### config.mk
export PLATFORM = sky130hd
export DESIGN_NAME = serial_bit_rx
export DESIGN_NICKNAME = d
export VERILOG_FILES = /design/src/rtl/serial_rx_pkg.sv /design/src/rtl/serial_bit_rx_sync2.sv /design/src/rtl/serial_bit_rx.sv
export SDC_FILE = /design/constraint.sdc
export NUM_CORES = 1
export LEC_CHECK = 0
export CAP_MARGIN = 20
export CORE_MARGIN = 2
export CORE_UTILIZATION = 50
export CTS_CLUSTER_DIAMETER = 150
export DETAILED_ROUTE_END_ITERATION = 8
export PLACE_DENSITY = 0.71
export REMOVE_ABC_BUFFERS = 1
export SKIP_CTS_REPAIR_TIMING = 1
export SYNTH_ARGS = -nofsm -noshare
export SYNTH_HDL_FRONTEND = slang
export SYNTH_SLANG_ARGS = --single-unit
### constraint.sdc
create_clock -name CLK -period 4.6 [get_ports CLK]
set_input_delay 0.92 -clock CLK [delete_from_list [all_inputs] [get_ports CLK]]
set_output_delay 0.92 -clock CLK [all_outputs]
set_load 0.1 [all_outputs]
### src/rtl/serial_rx_pkg.sv
// Purpose : shared types and defaults for the serial bit receiver.
// Latency : n/a (declarations only).
// Backpr. : n/a (declarations only).
// Contents: receiver FSM state enum, default bit period, default data width,
//           and a small parity helper.
package serial_rx_pkg;

   // Default clock cycles per serial bit (must be even and at least 4).
   localparam int DEF_BIT_CYCLES = 4;

   // Default number of data bits per frame.
   localparam int DEF_DATA_W = 8;

   // Receiver frame states, in the order a clean frame walks through them.
   typedef enum logic [2:0] {
      IDLE      = 3'd0,
      START     = 3'd1,
      DATA      = 3'd2,
      PARITY    = 3'd3,
      STOP      = 3'd4,
      WAIT_IDLE = 3'd5
   } rx_state_t;

   // Running even-parity update: fold one received bit into the accumulator.
   function automatic logic par_step(input logic acc, input logic bit_in);
      return acc ^ bit_in;
   endfunction

endpackage

### src/rtl/serial_bit_rx_sync2.sv
// Purpose : two-flop synchronizer for one asynchronous bit, both stages preset to 1.
// Latency : 2 clk cycles from d to q.
// Backpr. : none; free-running, samples every cycle.
// Ports   : clk (clock), rst_n (sync active-low reset, forces both stages to 1),
//           d (async input), q (synchronized output).
module sync2 (
   input  logic clk,
   input  logic rst_n,
   input  logic d,
   output logic q
);

   // First stage may go metastable; only the second stage is used downstream.
   logic meta;

   // Preset to 1 so an idle-high line never shows a false start bit after reset.
   always_ff @(posedge clk) begin
      if (!rst_n) begin
         meta <= 1'b1;
         q    <= 1'b1;
      end else begin
         meta <= d;
         q    <= meta;
      end
   end

endmodule

### src/rtl/serial_bit_rx.sv
// Purpose : serial frame receiver: start, DATA_W data bits LSB first, even parity, stop.
// Latency : stop sample lands 2 + BIT_CYCLES/2 + (DATA_W+2)*BIT_CYCLES edges after the
//           synchronizer first captures the start bit; VALID is high the cycle after that.
// Backpr. : none; results are one-cycle pulses with held data, the consumer must keep up.
// Ports   : CLK, RST_N (sync active-low), D0 (async serial line, idle high),
//           DATA_OUT (last word), VALID (1-cycle pulse), PAR_ERR, FRM_ERR (flags for the
//           frame marked by VALID), BUSY (frame in progress).
module serial_bit_rx
   import serial_rx_pkg::*;
#(
   parameter int BIT_CYCLES = DEF_BIT_CYCLES,
   parameter int DATA_W     = DEF_DATA_W
) (
   input  logic              CLK,
   input  logic              RST_N,
   input  logic              D0,
   output logic [DATA_W-1:0] DATA_OUT,
   output logic              VALID,
   output logic              PAR_ERR,
   output logic              FRM_ERR,
   output logic              BUSY
);

   localparam int CNT_W = (BIT_CYCLES > 1) ? $clog2(BIT_CYCLES) : 1;
   localparam int IDX_W = (DATA_W > 1) ? $clog2(DATA_W) : 1;

   // Start bit is sampled half a bit in; every later bit one full bit after the previous.
   localparam logic [CNT_W-1:0] CNT_HALF = CNT_W'(BIT_CYCLES / 2 - 1);
   localparam logic [CNT_W-1:0] CNT_LAST = CNT_W'(BIT_CYCLES - 1);
   localparam logic [IDX_W-1:0] IDX_LAST = IDX_W'(DATA_W - 1);

   logic              line;     // synchronized serial line
   rx_state_t         state;
   logic [CNT_W-1:0]  cnt;      // cycles into the current bit
   logic [IDX_W-1:0]  idx;      // data bit being received
   logic [DATA_W-1:0] shreg;    // frame assembly register, separate from DATA_OUT
   logic              par_acc;  // XOR of data bits received so far
   logic              par_bad;  // parity verdict, held until the stop sample
   logic              bit_tick; // centre of a data/parity/stop bit

   sync2 u_sync (
      .clk   (CLK),
      .rst_n (RST_N),
      .d     (D0),
      .q     (line)
   );

   assign bit_tick = (cnt == CNT_LAST);

   always_ff @(posedge CLK) begin
      if (!RST_N) begin
         state    <= IDLE;
         cnt      <= '0;
         idx      <= '0;
         shreg    <= '0;
         par_acc  <= 1'b0;
         par_bad  <= 1'b0;
         DATA_OUT <= '0;
         VALID    <= 1'b0;
         PAR_ERR  <= 1'b0;
         FRM_ERR  <= 1'b0;
         BUSY     <= 1'b0;
      end else begin
         // VALID is a single-cycle strobe; only the stop sample raises it.
         VALID <= 1'b0;

         case (state)
            IDLE: begin
               if (!line) begin
                  state <= START;
                  cnt   <= '0;
                  BUSY  <= 1'b1;
               end
            end

            START: begin
               if (cnt == CNT_HALF) begin
                  cnt <= '0;
                  if (!line) begin
                     state   <= DATA;
                     idx     <= '0;
                     par_acc <= 1'b0;
                  end else begin
                     // Line went back high mid start bit: treat as a glitch.
                     state <= IDLE;
                     BUSY  <= 1'b0;
                  end
               end else begin
                  cnt <= cnt + 1'b1;
               end
            end

            DATA: begin
               if (bit_tick) begin
                  cnt        <= '0;
                  // Every bit position is written each frame, so shreg needs no clear.
                  shreg[idx] <= line;
                  par_acc    <= par_step(par_acc, line);
                  if (idx == IDX_LAST) begin
                     state <= PARITY;
                  end else begin
                     idx <= idx + 1'b1;
                  end
               end else begin
                  cnt <= cnt + 1'b1;
               end
            end

            PARITY: begin
               if (bit_tick) begin
                  cnt     <= '0;
                  // Even parity: data XOR parity bit must be 0 for a good frame.
                  par_bad <= par_step(par_acc, line);
                  state   <= STOP;
               end else begin
                  cnt <= cnt + 1'b1;
               end
            end

            STOP: begin
               if (bit_tick) begin
                  cnt      <= '0;
                  DATA_OUT <= shreg;
                  PAR_ERR  <= par_bad;
                  FRM_ERR  <= ~line;
                  VALID    <= 1'b1;
                  if (line) begin
                     state <= IDLE;
                     BUSY  <= 1'b0;
                  end else begin
                     // Broken stop bit: wait for the line to idle before hunting again,
                     // otherwise a held-low line would look like endless start bits.
                     state <= WAIT_IDLE;
                  end
               end else begin
                  cnt <= cnt + 1'b1;
               end
            end

            WAIT_IDLE: begin
               if (line) begin
                  state <= IDLE;
                  BUSY  <= 1'b0;
               end
            end

            default: begin
               state <= IDLE;
               BUSY  <= 1'b0;
            end
         endcase
      end
   end

endmodule

==> flow_summary.toml, run 1 <==
[worst_setup_path]
cp_max_fo = 3
worstSetupPathType = "flip-flop to primary output"
arrival_ps = 1840
crit_family = "buffers and inverters"
worstPathBufferInverterCount = 1
ff2ff_setup_slack_ps = 2660
r2r-end = "FRM_ERR$_SDFFE_PN0P_"
cp_slowest_cell = "clkdlybuf4s50_1"
crit_path_cell_trace = "clkdlybuf4s50_1"
cpPeakStageDelay_ps = 1140
r2r_start = "cnt[0]$_SDFFE_PN0P_"
startpoint_type = "flip-flop"
crit_required_ps = 3680
end_kind = "primary output"
ff2ff_path_depth = 6

[floorplan]
chipHeight_um = 59.6
rows = 20
initial_core_util_pct = 51.4
die_area_um2 = 3550
placeableCoreArea_um2 = 3000
die_w_um = 59.6
ioPinCount = 15

[placed_design]
dpl.cell_count = 208
portBuffers = 14
place_congestion = 0.774
dp_hpwl_mm = 1.98

[sta]
fin_tns_setup_ps = 0
skew_ps = 18.7
relSlewSlack_pct = 34.7
setup_viol = 0
slew_viol_final = 0
hold_viol_final = 0
grt_setup_unrepaired = "no"
min_period_ps = 2760
tightest_slew_ps = 977
fmax_mhz = 362
period_share_pct = 60.1

[hold_path]
hold_depth = 1
hold_path_class = "flip-flop to flip-flop"
min_from = "u_sync.meta$_SDFF_PN1_"
whs_endpoint = "u_sync.q$_SDFF_PN1_"

[power]
p_leak_nw = 0.621
peakVddDrop_v = 0.000175
power.density_nw_per_um2 = 294

[yosys]
ys_seq_area_share_pct = 41.5
ys_async_sr_fraction_pct = 0
synth_edf_count = 0
syn-cell-area_um2 = 1540
synth.distinct_cells = 43
synthCells = 174
yosysWarnings = 0
synthFlopType = "dfxtp_1"
ys_ff_latch = 32
syn_avg_cell_area_um2 = 8.87

[detailed_routing]
wl_per_cell_um = 14.0
routed_wl_mm = 3.00
via_per_inst = 5.70
drc = 0
drt_iter0_drc = 44
ant_nets = 0
drt-pass1-iter-count = 4
dr_total_vias = 1225

[global_routing]
grt_antenna_before_repair = 0
gr-total-overflow = 0
grt_usage_pct = 19.6
grt_pass1_vias = 1159
grt_max_degree = 27
grt_pass1_wl_mm = 5.13

[cts]
numCtsBuffers = 5
path_clk_slew_ps = 110
clock_sinks = 32
cts_root_buffer = "clkbuf_4"
clk_path_buf_depth = 2
htreeDepth = 2
clock_latency_ps = 340
tritoncts = "built"

[cells_and_area]
final_cell_mix = "dfxtp_1, nand2_1, nor2_1, a21oi_1, clkdlybuf4s50_1"
final_nets = 190
synthToLayoutAreaGrowth_pct = 11.8
antenna_cells = 0
final_common_cell = "dfxtp_1"
drive_gt1_share_pct = 8.79
finalNonFillerCells = 215
register_area_um2 = 641
multi_input_area_um2 = 808
fillCellCount = 278

[status]
status = "finished clean"

[run]
max_cap_viol_count = 0
-- sequential cells by signal, summed over array words and instances (netlist names) --
name         cells
idx              3
cnt              2
u_sync.q         1
par_bad          1
shreg            8
FRM_ERR          1
PAR_ERR          1
par_acc          1
state            3
u_sync.meta      1
VALID            1
DATA_OUT         8
BUSY             1
-- Yosys cell counts, types with 2 or more instances --
cell type | n | area, µm²
dfxtp_1 | 32 | 641
clkbuf_1 | 4 | 15.0
nor3_1 | 4 | 20.0
nor2b_1 | 2 | 12.5
nand2b_1 | 5 | 31.3
and4bb_2 | 2 | 25.0
o21ai_0 | 6 | 30.0
inv_1 | 5 | 18.8
a22o_1 | 2 | 17.5
nand3_1 | 3 | 15.0
nand4b_1 | 3 | 26.3
buf_2 | 6 | 30.0
ha_1 | 5 | 62.6
nor2_1 | 15 | 56.3
a21oi_1 | 15 | 75.1
mux2i_1 | 11 | 110
a31oi_1 | 4 | 25.0
nand2_1 | 25 | 93.8
-- power by group --
group | switching, mW | leakage, nW | internal [mW] | total (mW)
Combinational | 0.0229 | 0.324 | 0.0143 | 0.0371
Clock | 0.0949 | 0.0374 | 0.0866 | 0.181
Sequential | 0.00796 | 0.259 | 0.281 | 0.289
-- worst register-to-register path, delay by kind of cell (launching register included) --
family                     cells  cell delay (ps)
DFF                            1              420
adders and majority gates      1              370
buffers and inverters          2              400
AOI/OAI and AO/OA              1              180
and+or+nand+nor                2              460
-- worst max path at each step --
stage	to	depth (start not counted)	startpoint
floorplan	idx[0]$_SDFFE_PN0P_	3	RST_N
global route	BUSY	1	BUSY$_SDFFE_PN0P_
detailed placement	idx[0]$_SDFFE_PN0P_	4	RST_N
CTS	BUSY	1	BUSY$_SDFFE_PN0P_
finish	BUSY	1	BUSY$_SDFFE_PN0P_
global placement	idx[0]$_SDFFE_PN0P_	4	RST_N
-- layer usage --
metal	up-vias	share of wire [%]	wire, µm	GRT usage, %
li1	622	-	-	-
met5	-	0	0	0
met4	0	2.3	70	10.8
met2	31	47	1420	31.2
met1	563	45	1360	22.5
met3	9	5.0	151	7.64
-- logic make-up after synthesis --
logic type	after synthesis	synth area share (%)
buffers and inverters	20	6.16
adder cells (fa/ha/maj)	5	4.05
AND/OR/NAND/NOR	69	25.9
AO/OA/AOI/OAI	35	14.0
multiplexers	12	7.86
XOR/XNOR	1	0.567
flip-flops	32	41.5
-- final cells by class --
cell class / count / area share [%]
Sequential cell: 32 / 37.1
Multi-Input combinational cell: 122 / 46.8
Clock buffer: 7 / 3.77
Timing Repair Buffer: 15 / 8.56
Tap cell: 33 / 2.39
Inverter: 6 / 1.31
-- per-stage QoR --
step	total power, mW	utilization [%]	hold WS, ps	setup slack, ps	instance area [µm²]
6_report	0.508	57.5	438	1840	1730
5_1_grt	0.530	57.5	472	1780	1730
4_1_cts	0.513	57.5	447	1820	1730
3_5_place_dp	0.333	55.3	422	1660	1660
3_3_place_gp	0.331	55.3	398	1780	1660
2_1_floorplan	0.322	-	386	2690	1470
No activity file was read; power rests on OpenSTA's default activity.
==> run 2, diff against run 1 <==
Settings changed: PLACE_DENSITY 0.71 to 0.74.
Clock period 4.6 ns to 2.3 ns, I/O delays scaled along.
==> run 2 against run 1 <==
  * Utilization is 0.37 points lower
  * Total power is 95% higher
  * Combinational power is 110% higher
==> flow_summary.toml, run 2 (synthesis results as in run 1) <==
[hold_path]
hold_path_class = "flip-flop to flip-flop"
whs_endpoint = "u_sync.q$_SDFF_PN1_"
hold_depth = 1
min_from = "u_sync.meta$_SDFF_PN1_"

[cts]
path_clk_slew_ps = 110
cts_root_buffer = "clkbuf_4"
tritoncts = "built"
clock_sinks = 32
clk_path_buf_depth = 2
htreeDepth = 2
numCtsBuffers = 5
clock_latency_ps = 340

[sta]
skew_ps = 17.0
setup_ws_ps = 501
relSlewSlack_pct = 55.9
setup_viol = 0
min_period_ps = 1800
slew_viol_final = 0
grt_setup_unrepaired = "no"
hold_viol_final = 0
fin_tns_setup_ps = 0
fmax_mhz = 556
period_share_pct = 78.2
tightest_slew_ps = 660

[detailed_routing]
dr_total_vias = 1223
drt-pass1-iter-count = 4
drt_iter0_drc = 35
via_per_inst = 5.58
wl_per_cell_um = 13.1
ant_nets = 0
routed_wl_mm = 2.87
drc = 0

[power]
p_int_mw = 0.738
seq_power_share_pct = 58.3
power.density_nw_per_um2 = 579
switchingPower_mw = 0.254
total_power_mw = 0.992
switching_share_pct = 25.6
p_leak_nw = 0.661
pwr-share-comb_pct = 7.7
peakVddDrop_v = 0.000334
pwr-share-clk_pct = 34.0

[global_routing]
grt_usage_pct = 18.8
grt_pass1_vias = 1102
grt_pass1_wl_mm = 4.93
grt_max_degree = 20
gr-total-overflow = 0
grt_antenna_before_repair = 0

[floorplan]
ioPinCount = 15
chipHeight_um = 59.6
die_area_um2 = 3550
initial_core_util_pct = 51.4
rows = 20
die_w_um = 59.6
placeableCoreArea_um2 = 3000

[worst_setup_path]
crit_required_ps = 2550
r2r_start = "cnt[0]$_SDFFE_PN0P_"
end_kind = "flip-flop"
ff2ff_path_depth = 6
ff2ff_setup_slack_ps = 500
crit_family = "flip-flops"
r2r-end = "FRM_ERR$_SDFFE_PN0P_"
worstPathBufferInverterCount = 2
cp_slowest_cell = "dfxtp_1"
crit_path_cell_trace = "ha_1, inv_1, nor3_1, buf_4, nor2_1, a211oi_1"
cp-startpoint = "cnt[0]$_SDFFE_PN0P_"
arrival_ps = 2050
worstSetupPathType = "flip-flop to flip-flop"
cpPeakStageDelay_ps = 420
cp_max_fo = 8
startpoint_type = "flip-flop"

[cells_and_area]
final_nets = 193
antenna_cells = 0
fillCellCount = 279
finalNonFillerCells = 219
final_common_cell = "dfxtp_1"
synthToLayoutAreaGrowth_pct = 11.0
largestRegisters = "DATA_OUT x8, shreg x8"
final_cell_mix = "dfxtp_1, nand2_1, buf_4"
drive_gt1_share_pct = 17.2

[placed_design]
dp_hpwl_mm = 1.96
pre_cts_ws_ps = 459
portBuffers = 14
dpl.cell_count = 211
place_congestion = 0.824

[run]
max_cap_viol_count = 0

[status]
status = "finished clean"
run 2: changes by cell type in the layout (fill, tap and decap cells not counted):
cell and change:
buf_4 +15, clkbuf_8 -1, clkdlybuf4s50_1 -12, clkinv_2 +2
run 2: worst max path at each step:
stage,end,cells past startpoint
floorplan,FRM_ERR$_SDFFE_PN0P_,5
global placement,cnt[1]$_SDFFE_PN0P_,5
detailed placement,idx[0]$_SDFFE_PN0P_,4
CTS,FRM_ERR$_SDFFE_PN0P_,6
global route,FRM_ERR$_SDFFE_PN0P_,6
finish,FRM_ERR$_SDFFE_PN0P_,6
run 2: metal layers:
layer	share of wire (%)	global-route usage (%)	vias to the layer above
met5	0	0	-
li1	-	-	628
met1	46	22.3	571
met2	48	29.5	17
met4	1.9	9.52	0
met3	4.5	7.21	7
run 2: worst reg2reg max path, cell delays in order (launching register included):
cell      delay [ps]
dfxtp_1          420
ha_1             350
inv_1            130
nor3_1           360
buf_4            220
nor2_1            40
a211oi_1         180
run 2: final cells by class:
type | instances | area [µm²] | area share (%)
Multi-Input combinational cell | 122 | 808 | 47.2
Sequential cell | 32 | 641 | 37.4
Timing Repair Buffer | 18 | 140 | 8.18
Clock buffer | 6 | 51.3 | 2.99
Tap cell | 33 | 41.3 | 2.41
Inverter | 6 | 22.5 | 1.31
Clock inverter | 2 | 10.0 | 0.584
run 2: through the flow:
stage	hold slack (ps)	util (%)	area [µm²]
floorplan	386	-	1470
global placement	392	55.0	1650
finish	404	57.1	1710
detailed placement	397	55.0	1650
CTS	418	57.1	1710
global route	443	57.1	1710
run 2: power groups by stage:
| stage | Clock (mW) | Combinational [mW] | Sequential (mW) |
|---|---|---|---|
| after detailed placement | 0 | 0.0758 | 0.591 |
| after CTS | 0.350 | 0.0766 | 0.578 |
| after floorplan | 0 | 0.0390 | 0.605 |
| final | 0.337 | 0.0764 | 0.578 |
| after global placement | 0 | 0.0744 | 0.590 |
| after global routing | 0.377 | 0.0840 | 0.580 |
==> run 3, diff against run 2 <==
Settings changed: PLACE_DENSITY 0.74 to 0.71.
Clock period 2.3 ns to 1.7 ns, I/O delays scaled along.
==> run 3 against run 2 <==
  * Non-clock buffer count rose by 9
  * Largest cell class unchanged
  * Sequential share of layout area fell by 4.8 points
  * Wire length rose by 15%
==> flow_summary.toml, run 3 (synthesis results as in run 1) <==
[status]
status = "finished clean"

[cells_and_area]
synthToLayoutAreaGrowth_pct = 27.4
largestRegisters = "DATA_OUT x8, shreg x8"
final_cell_mix = "dfxtp_1, nand2_1, nor2_1, a21oi_1, buf_4"
final_common_cell = "dfxtp_1"
antenna_cells = 0
drive_gt1_share_pct = 22.6
final_nets = 202
finalNonFillerCells = 228
design_area_um2 = 1970

[floorplan]
placeableCoreArea_um2 = 3000
ioPinCount = 15
rows = 20
die_area_um2 = 3550
initial_core_util_pct = 51.4
die_w_um = 59.6
chipHeight_um = 59.6

[power]
p_leak_nw = 0.743
seq_power_share_pct = 51.3
switching_share_pct = 25.3
pwr-share-comb_pct = 8.6
switchingPower_mw = 0.383
p_int_mw = 1.13
peakVddDrop_v = 0.000601
power.density_nw_per_um2 = 770
pwr-share-clk_pct = 40.0

[sta]
tightest_slew_ps = 459
fmax_mhz = 624
slew_viol_final = 0
relSlewSlack_pct = 69.3
hold_viol_final = 0
period_share_pct = 94.2
setup_viol = 0
min_period_ps = 1600
holdWs_ps = 419
fin_tns_setup_ps = 0
grt_setup_unrepaired = "no"
skew_ps = 13.2

[detailed_routing]
ant_nets = 0
dr_total_vias = 1278
routed_wl_mm = 3.32
wl_per_cell_um = 14.5
drt-pass1-iter-count = 4
via_per_inst = 5.61
drt_iter0_drc = 80
drc = 0

[cts]
numCtsBuffers = 5
clock_sinks = 32
htreeDepth = 2
cts_root_buffer = "clkbuf_4"
path_clk_slew_ps = 110
tritoncts = "built"
clk_path_buf_depth = 2
clock_latency_ps = 350

[global_routing]
gr-total-overflow = 0
use_met3_pct = 6.11
grt_use_met2_pct = 34.7
grt_usage_pct = 21.8
grt_pass1_wl_mm = 5.80
grt_use_met1_pct = 27.8
busiest_layer = "met2"
grt_max_degree = 17
grt_antenna_before_repair = 0
grt_pass1_vias = 1293

[worst_setup_path]
worstSetupPathType = "flip-flop to flip-flop"
cp_max_fo = 5
ff2ff_setup_slack_ps = 100
r2r_start = "cnt[0]$_SDFFE_PN0P_"
startpoint_type = "flip-flop"
worstPathBufferInverterCount = 0
crit_cells = 5
crit_required_ps = 1940
worstSetupEndpoint = "idx[0]$_SDFFE_PN0P_"
cpPeakStageDelay_ps = 420
crit_path_cell_trace = "ha_2, and2b_1, a31oi_1, o21a_1, mux2_2"
end_kind = "flip-flop"
arrival_ps = 1840
cp-startpoint = "cnt[0]$_SDFFE_PN0P_"
cp_slowest_cell = "dfxtp_1"
ff2ff_path_depth = 5
crit_family = "flip-flops"
r2r-end = "idx[0]$_SDFFE_PN0P_"

[placed_design]
dp_hpwl_mm = 2.39
place_congestion = 0.873
placed_area_um2 = 1870
portBuffers = 14
dpl.cell_count = 220

[run]
max_cap_viol_count = 0

[hold_path]
hold_path_class = "flip-flop to flip-flop"
run 3: metal layers:
layer / vias to the layer above / part of all wire, %
met5: - / 0
li1: 645 / -
met1: 609 / 44
met4: 0 / 1.4
met2: 19 / 52
met3: 5 / 3.0
run 3: power by group through the flow:
stage               clock (mW)  combinational (mW)  sequential, mW
global placement             0               0.127           0.793
CTS                      0.625               0.130           0.777
finish                   0.607               0.131           0.778
global route             0.655               0.142           0.779
floorplan                    0              0.0528           0.818
detailed placement           0               0.130           0.794
run 3: stage by stage:
stage	power, mW	utilization (%)	worst slack, ps
after floorplan	0.871	-	-86.6
after global placement	0.920	62.3	132
after detailed placement	0.924	62.3	23.1
after CTS	1.53	65.1	-34.6
after global routing	1.58	65.5	12.6
final	1.52	65.5	97.8
run 3: layout make-up:
| type | count | area, µm² |
|---|---|---|
| fill | 246 | 1040 |
| multi-input combinational | 122 | 821 |
| sequential | 32 | 641 |
| timing repair buffer | 27 | 358 |
| clock inverter | 3 | 46.3 |
| tap | 33 | 41.3 |
| clock buffer | 5 | 37.5 |
| inverter | 6 | 22.5 |
run 3: how the worst min path moves through the flow:
stage	startpoint	slack [ps]	to	depth (start not counted)
final	u_sync.meta$_SDFF_PN1_	420	u_sync.q$_SDFF_PN1_	1
after global routing	u_sync.meta$_SDFF_PN1_	450	u_sync.q$_SDFF_PN1_	1
after CTS	u_sync.meta$_SDFF_PN1_	420	u_sync.q$_SDFF_PN1_	1
after detailed placement	u_sync.meta$_SDFF_PN1_	400	u_sync.q$_SDFF_PN1_	1
after global placement	u_sync.meta$_SDFF_PN1_	390	u_sync.q$_SDFF_PN1_	1
after floorplan	u_sync.meta$_SDFF_PN1_	390	u_sync.q$_SDFF_PN1_	1
==> patch: new RTL, settings of run 2 <==
The 6 states of `rx_state_t` get a Gray code encoding in 3 bits.
--- a/src/rtl/serial_rx_pkg.sv
+++ b/src/rtl/serial_rx_pkg.sv
@@ -13,12 +13,12 @@
 
    // Receiver frame states, in the order a clean frame walks through them.
    typedef enum logic [2:0] {
-      IDLE      = 3'd0,
-      START     = 3'd1,
-      DATA      = 3'd2,
-      PARITY    = 3'd3,
-      STOP      = 3'd4,
-      WAIT_IDLE = 3'd5
+      IDLE      = 3'b000,
+      START     = 3'b001,
+      DATA      = 3'b011,
+      PARITY    = 3'b010,
+      STOP      = 3'b110,
+      WAIT_IDLE = 3'b111
    } rx_state_t;
 
    // Running even-parity update: fold one received bit into the accumulator.
Formal check against the unedited RTL: same outputs for any inputs over 10 cycles, from zero or initial values and one cycle with RST_N low; not proved beyond that.
==> patch against run 2 <==
Setup slack better by 0.013 ns; design area increased by 4.3%; total power grew 11%; sequential share of layout area is 1.5 points lower; sequential cell count unchanged; highest routed layer unchanged; count of clock-buffer cells in the layout is the same; wire length grew 6.1%; synthesized cell count grew 1.7%; first-iteration DRC count decreased by 31%; global-route usage hardly changed; synthesized area increased by 5.1%.
==> patch: results (changes against run 2) <==
Routing
  – Iter 0 DRT Violations: 24 (was 35)
  – Via density: 5.54 (was 5.58)

Finish
  – FILL cells: 290 (was 279)
  – Fraction of layout cells with a size suffix above 1: 16.8% (was 17.2%)
  – Ant. Diodes: 0 (unchanged)
  – NumNets Final: 192 (was 193)

Setup path
  – Crit path DAT: 2.00 ns (was 2.05 ns)
  – Crit-path max cell delay: 0.83 ns (was 0.42 ns)
  – Critical Path Fanout Max: 26 (was 8)
  – Cells on worst reg2reg path: 3 (was 6)
  – Setup crit end: shreg[5] (was FRM_ERR)
  – Critical Path Source: state[0] (was cnt[0])

STA
  – Worst-Margin Slew: 0.765 ns (was 0.660 ns)
  – Clock Skews: 0.00881 ns (was 0.0170 ns)
  – FMAX: 560 MHz (was 556 MHz)

Synth
  – Distinct cells, synth: 51 (was 43)
  – Syn_area_per_cell: 9.17 um2 (was 8.87 um2)
  – Synth top cells by count: nand2_1, dfxtp_1, a21oi_1, mux2i_1, buf_2 (was dfxtp_1, nand2_1, a21oi_1, nor2_1, mux2i_1)
  – Seq/Total Area, Yosys: 39.5% (was 41.5%)
  – Synth top area share: 39.5% (was 41.5%)

GRT
  – All-Layer GR Usage: 18.8% (about the same)
  – Largest net degree at the start of global routing: 27 (was 20)
  – Number of global-route vias before repair: 1,113 (was 1,102)

Placement
  – Routability cong.: 0.752 (was 0.824)
  – DP Area: 1710 um2 (was 1650 um2)
  – Worst slack at placement: 0.399 ns (was 0.459 ns)
  – HPWL after detailed placement: 2.14 mm (was 1.96 mm)
  – Input/output buffers: 14 (unchanged)
  – Post-Place Cells: 221 (was 211)

Pwr
  – Internal power: 0.829 mW (was 0.738 mW)
  – Lkg Pwr: 0.732 nW (was 0.661 nW)
  – Worst vdd ir: 0.528 mV (was 0.334 mV)

Run status
  – Status: finished, final reports clean (unchanged)

Min path
  – Min-Delay Path Class: flip-flop to flip-flop (unchanged)
==> patch: metal layers <==
metal	routed length, um	share of wire (%)	global-route usage, %	vias to the layer above
met5	0	0	0	-
met4	32	1.0	4.66	0
met3	128	4.2	7.68	3
met2	1490	49	28.3	18
met1	1400	46	25.2	604
li1	-	-	-	644
==> patch: power groups by stage <==
stage	registers (mW)	logic, mW	clock network, mW
global placement	0.603	0.0856	0
floorplan	0.609	0.0545	0
global route	0.596	0.0993	0.453
detailed placement	0.605	0.0903	0
CTS	0.592	0.0902	0.429
finish	0.592	0.0898	0.419
==> patch: worst min path at each step <==
stage / start / endpoint / slack [ns] / cells past startpoint
after floorplan: u_sync.meta / u_sync.q / 0.39 / 1
after global placement: u_sync.meta / u_sync.q / 0.39 / 1
after detailed placement: u_sync.meta / u_sync.q / 0.40 / 1
after CTS: u_sync.meta / u_sync.q / 0.42 / 1
after global routing: u_sync.meta / u_sync.q / 0.44 / 1
final: u_sync.meta / u_sync.q / 0.42 / 1
==> patch: cell type report <==
cell class                      count  area, um2  share of cell area [%]
Clock inverter                      2       35.0                    1.96
Clock buffer                        6       41.3                    2.31
Tap cell                           44       55.1                    3.08
Multi-Input combinational cell    124        876                    49.0
Sequential cell                    32        641                    35.8
Inverter                            6       22.5                    1.26
Timing Repair Buffer               15        118                    6.58
==> patch: logic make-up (layout without fill, tap and decap cells) <==
| kind of cell | count (synthesis) | after routing | share of synthesized area [%] |
|---|---|---|---|
| fa+ha+maj | 5 | 5 | 3.86 |
| xor+xnor | 1 | 1 | 0.540 |
| compound gates | 40 | 40 | 18.0 |
| simple gates | 70 | 70 | 26.7 |
| mux | 8 | 8 | 4.93 |
| flops | 32 | 32 | 39.5 |
| buf+inv | 21 | 29 | 6.55 |
